## src/rtl/fifo_pkt_tx.sv

```systemverilog
// fifo_pkt_tx: read side of the packet FIFO, frames committed packets onto a valid/ready link with inter-frame gap; FIFO_PKT_TX_CNT_EN adds the pkt_cnt port
module fifo_pkt_tx #(
  parameter int DATA_WIDTH = 8,
  parameter int LEN_WIDTH  = 6,
  parameter int IFG_CYCLES = 1
) (
  input  logic                  clk,
  input  logic                  rst_n,
  input  logic [DATA_WIDTH-1:0] fifo_data,
  input  logic                  fifo_empty,
  output logic                  fifo_pop,
  output logic [DATA_WIDTH-1:0] tx_data,
  output logic                  tx_valid,
  input  logic                  tx_ready,
  output logic                  tx_sop,
  output logic                  tx_eop,
  output logic                  busy,
`ifdef FIFO_PKT_TX_CNT_EN
  output logic [15:0]           pkt_cnt,
`endif
  output logic                  underrun
);
  localparam int GW = IFG_CYCLES > 1 ? $clog2(IFG_CYCLES + 1) : 1;
  typedef enum logic [1:0] {S_IDLE, S_PAYLOAD, S_CRC, S_GAP} state_t;
  state_t               state, state_nx;
  logic [LEN_WIDTH-1:0] rem;
  logic [GW-1:0]        gap;
  logic                 free, load;
  assign free = !tx_valid || tx_ready;
  assign load = !fifo_empty && free && state != S_GAP;
  // state register
  always_ff @(posedge clk or negedge rst_n)
    if (!rst_n) state <= S_IDLE;
    else state <= state_nx;
  // next-state: state names the class of the next byte to load; the gap counts output-free cycles after eop
  always_comb begin
    state_nx = state;
    case (state)
      S_IDLE:    if (load) state_nx = fifo_data[LEN_WIDTH-1:0] == '0 ? S_CRC : S_PAYLOAD;
      S_PAYLOAD: if (load && rem == LEN_WIDTH'(1)) state_nx = S_CRC;
      S_CRC:     if (load) state_nx = IFG_CYCLES == 0 ? S_IDLE : S_GAP;
      default:   if (free && gap == GW'(1)) state_nx = S_IDLE;
    endcase
  end
  // combinational outputs
  always_comb begin
    fifo_pop = load;
    busy     = state != S_IDLE || tx_valid;
  end
  // output byte register with framing; holds everything while the sink stalls
  always_ff @(posedge clk or negedge rst_n)
    if (!rst_n) begin
      tx_data  <= '0;
      tx_valid <= 1'b0;
      tx_sop   <= 1'b0;
      tx_eop   <= 1'b0;
    end else if (load) begin
      tx_data  <= fifo_data;
      tx_valid <= 1'b1;
      tx_sop   <= state == S_IDLE;
      tx_eop   <= state == S_CRC;
    end else if (tx_ready) begin
      tx_valid <= 1'b0;
      tx_sop   <= 1'b0;
      tx_eop   <= 1'b0;
    end
  // payload remaining, gap countdown and sticky underrun
  always_ff @(posedge clk or negedge rst_n)
    if (!rst_n) begin
      rem      <= '0;
      gap      <= '0;
      underrun <= 1'b0;
    end else begin
      if (load && state == S_IDLE) rem <= fifo_data[LEN_WIDTH-1:0];
      else if (load && state == S_PAYLOAD && rem != '0) rem <= rem - LEN_WIDTH'(1);
      if (load && state == S_CRC) gap <= GW'(IFG_CYCLES);
      else if (state == S_GAP && free && gap != '0) gap <= gap - GW'(1);
      if (fifo_empty && (state == S_PAYLOAD || state == S_CRC)) underrun <= 1'b1;
    end
`ifdef FIFO_PKT_TX_CNT_EN
  // saturating count of accepted eop bytes
  always_ff @(posedge clk or negedge rst_n)
    if (!rst_n) pkt_cnt <= '0;
    else if (tx_valid && tx_ready && tx_eop && pkt_cnt != 16'hFFFF) pkt_cnt <= pkt_cnt + 16'd1;
`endif
endmodule

```

## config.mk

```make
export PLATFORM = sky130hd
export DESIGN_NAME = fifo_pkt_tx
export DESIGN_NICKNAME = d
export VERILOG_FILES = /design/src/rtl/fifo_pkt_tx.sv
export SDC_FILE = /design/constraint.sdc
export NUM_CORES = 1
export LEC_CHECK = 0
export ABC_AREA = 0
export CAP_MARGIN = 25
export CORE_ASPECT_RATIO = 1.4
export CORE_MARGIN = 2
export CORE_UTILIZATION = 39
export DETAILED_ROUTE_END_ITERATION = 10
export PLACE_DENSITY = 0.72
export SLEW_MARGIN = 10
export SYNTH_ARGS = -nofsm -noshare
export SYNTH_HDL_FRONTEND = slang
export SYNTH_SLANG_ARGS = --single-unit
```

## constraint.sdc

```tcl
create_clock -name clk -period 4.25 [get_ports clk]
set_input_delay 0.6375 -clock clk [delete_from_list [all_inputs] [get_ports clk]]
set_output_delay 0.6375 -clock clk [all_outputs]
set_load 0.03 [all_outputs]
```

---- After elaboration in Yosys (flattened, before gate mapping) ----
Cells that the tools add are included.
storage, ports and cells
  bits in registers ....................... 21
  latch bits .............................. 0
  RAM bits ................................ 0
  ROM bits ................................ 0
  word-level logic and storage cells ...... 57
  memories ................................ 0
operators by class
  add/subtract/negate cells ............... 2
  multipliers ............................. 0
  div/mod/pow operators ................... 0
  magnitude comparators ................... 0
  eq/ne operators ......................... 8
  shift-type cells ........................ 0
  multiplexer cells ....................... 14
  bitwise logic cells ..................... 0
  reductions and logical operators ........ 25
operators by type and width
  kind                   number
  $mux W6                2
  $logic_and A1 B1 Y1    11
  $mux W2                5
  $ne A2 B2 Y1 const B   4
  $reduce_bool A2 Y1     4
  $eq A6 B1 Y1 const B   1
  $logic_not A6 Y1       1
  $mux W1                6
  $pmux W2 S3            1
  $reduce_bool A6 Y1     1
  $sub A6 B1 Y6 const B  1
  $eq A2 B2 Y1 const B   2
  $reduce_and A4 Y1      1
  $reduce_bool A4 Y1     1
  $logic_or A1 B1 Y1     3
  $eq A2 B1 Y1 const B   1
  $logic_not A1 Y1       2
  $logic_not A2 Y1       1
  $sub A1 B1 Y1 const B  1

---- Depth between registers and ports, before layout ----
  depth after elaboration ................. 8
  depth in mapped cells ................... 7
  gate-level depth less buffers ........... 7

---- Worst setup path before layout ----
Ideal clock, no wire load.
  kind .................................... input -> output
  start point ............................. input port tx_ready
  end point ............................... output port fifo_pop
  arrival ................................. 1603 ps
  setup slack ............................. 2010 ps
  cell stages on the path ................. 4
  buffers on the path ..................... 1
  cell sequence ........................... nand2b_1 nand2_1 clkinv_1 clkbuf_1
between the ends
  word-level cells in the longest chain between the ends .. 3
ends and longest elaborated chain
  what                              RTL line  text
  start: declaration                14        input logic tx_ready,
  $logic_or A1 B1 Y1                29        assign free = !tx_valid || tx_ready;
  $logic_and A1 B1 Y1 (2 in a row)  30        assign load = !fifo_empty && free && state != S_GAP;
  end: declaration                  11        output logic fifo_pop,
No other way between the ends.

---- Worst setup path in the final report ----
Same ends and word-level chain as after synthesis.

==> metrics.csv <==
metric,value,unit
status,finished clean,
num rows,23,
Pre-Repair DR Iteration Count,4,
Vias,1002,
LEAKAGE,0.692,nW
Synth Register Bits,21,
slew margin rel.,65.1,%
max-slew violations,0,
final WL,2.73,mm
sequential area share after synthesis,46.0,%
Mean Syn Cell Area,9.14,sq um
CTS root buf,clkbuf_8,
Setup Buffers After CTS,0,
Syn Nets,144,
Worst R2R Start,state[1],
Cells after Synth,125,
CTS tree,yes,
mean routed wirelength per cell,14.3,microns
clk_skew,0.00191,ns
PortBufs,25,
clk sinks,21,
CTS buffer count,3,
"antenna viol nets, final",0,
Inserted Diodes,0,
H-tree depth,1,
Max-Cap Viols,0,
Synth Flop Type,dfrtp_1,
Setup Slack @ Placement,1.27,ns
CTS resizes,0,
layout net count,174,
max layer used,met4,
Fin. Hold Viols,0,
WP data arrival,2.35,ns
Clock Pin Slew Worst Setup and Hold Paths,0.07,ns
TNS Setup,0,ns
final critical-path share of the clock period,70.2,%
PwrDens,716,nW/um^2
"most common cell after layout, fill and taps aside",nand2_1,
DR iter-0 viols,32,
worst setup path start,tx_ready,
die area,3380,sq um
Adder-Cell Fraction of Synth Area,7.67,%
DRT met1 WL,1.22,mm
vias per cell,5.25,
total power,0.00108,W
largest family of logic cells by synthesized area,simple AND/OR/NAND/NOR gates,
DR DRC count,0,
Top Ports,26,
cell area after synthesis,1140,sq um
Final Setup Violations,0,
Post-synth EDFFs,0,
post-synth cell types,33,
"Min Clock Period, post-route",2.99,ns
CTS Hold Bufs,0,
Tot GR Track Use,18.1,%
ratio of cells with drive above 1 in the final layout,9.09,%
Die H,68.0,microns
clock latency on the worst-skew pair,0.26,ns
Worst Setup EP,fifo_pop,
core box area,2820,sq um
largest net degree at the start of global routing,22,
initial antenna violation count,0,
mux contribution to synthesized area,2.85,%
crit path launch type,input port,
CTS Buffer Depth,2,
most frequent cells in the layout,"31 x nand2_1, 25 x clkdlybuf4s50_1, 21 x dfrtp_1",
first-pass GRT wire length,4.73,mm
vias in the first global route,1076,
area growth from synthesis to layout,31.7,%
"reg-to-reg slack, setup",2.16,ns
total grt overflow,0,
peak supply drop,0.336,mV
Syn. warnings,0,
Crit Path Category,in2out,
Met2 Routed Length,1.40,mm
Fillers,290,
crit end category,primary output,
area fraction in compound gates after synthesis,14.0,%
Least-Margin Pin Slew,0.524,ns
Peak Freq,335,MHz
cells on worst reg2reg path,6,
routed wl met3,83,microns
Worst Slack Setup Final,1.26,ns
Horiz. Die Dim,49.7,microns
ys async rst share,100,%
RePlAce Congestion,0.876,
unrepaired setup endpoints after global routing,no,
CP Data Required Time,3.61,ns
Initial Util,40.5,%
Hold Crit Class,reg2reg,
"critical path fanouts, max",18,
Hold Path Origin,tx_data[7],
Worst R2R End,state[0],
XOR/XNOR Fraction of Synth Area,0,%
Final HPWL DP,2.02,mm
Post-Synth Simple-Gate Area,26.2,%
==> cells in the mapped netlist, types with 2 or more instances <==
library cell	count	area (sq um)
mux2_2	2	22.5
a22oi_1	2	15.0
o22ai_1	2	12.5
nand3b_1	2	15.0
nor4_1	3	18.8
nor3_1	3	15.0
and3_1	3	18.8
nor2_1	6	22.5
a21oi_1	5	25.0
a31oi_1	2	12.5
inv_1	6	22.5
ha_1	7	87.6
dfrtp_1	21	526
clkbuf_1	3	11.3
o21ai_0	6	30.0
nand4_1	2	12.5
a21o_1	2	15.0
nand2b_1	3	18.8
nand2_1	31	116
==> worst max-delay path, stage by stage <==
cell and delay, ns:
clkdlybuf4s50_1 0.50, nand2b_1 0.22, nand2_1 0.07, buf_4 0.20, clkinv_1 0.07, clkdlybuf4s50_1 0.66
==> area by class of cell <==
class / count / area, sq um / share of cell area, %
timing repair buffer: 28 / 280 / 18.6
clock inverter: 1 / 5.00 / 0.333
clock buffer: 3 / 41.3 / 2.75
inverter: 7 / 26.3 / 1.75
sequential: 21 / 526 / 34.9
multi-input combinational: 94 / 579 / 38.5
tap: 37 / 46.3 / 3.08
==> sequential cells by signal, indices dropped and copies added, names as in the netlist <==
name and cells:
tx_sop 1, tx_eop 1, gap 1, state 2, rem 6, tx_valid 1, tx_data 8, underrun 1
==> power breakdown <==
group	switching (W)	internal, W	total [W]	leakage [nW]
sequential	0.0000661	0.000280	0.000346	0.254
clock	0.0000649	0.0000653	0.000130	0.0255
combinational	0.000337	0.000262	0.000600	0.412
==> per-stage QoR <==
step	utilization (%)	hold slack [ns]	cell area, sq um	instances
2_1_floorplan	-	0.342	1140	125
3_3_place_gp	51.2	0.441	1440	186
3_5_place_dp	51.2	0.467	1440	186
4_1_cts	52.8	0.486	1490	190
5_1_grt	53.3	0.508	1500	191
6_report	53.3	0.480	1500	191
==> routing by layer <==
metal  global-route usage [%]  vias up
met5                        0        -
met4                     9.38        0
met3                     2.62        2
met2                     31.0       23
met1                     22.3      486
li1                         -      491
==> worst min path at each step <==
stage | to | cells past startpoint
after floorplan | gap | 0
after global placement | underrun | 1
after detailed placement | tx_data[7] | 2
after CTS | tx_data[7] | 2
after global routing | tx_data[2] | 2
final | tx_data[7] | 2
==> cell families (layout without fill, tap and decap cells) <==
group	after synthesis	in the layout
flip-flops	21	21
multiplexers	3	3
AND/OR/NAND/NOR	60	60
adder cells (fa/ha/maj)	7	7
buffers and inverters	10	39
AO/OA/AOI/OAI	24	24
No activity file was read; power rests on OpenSTA's default activity.
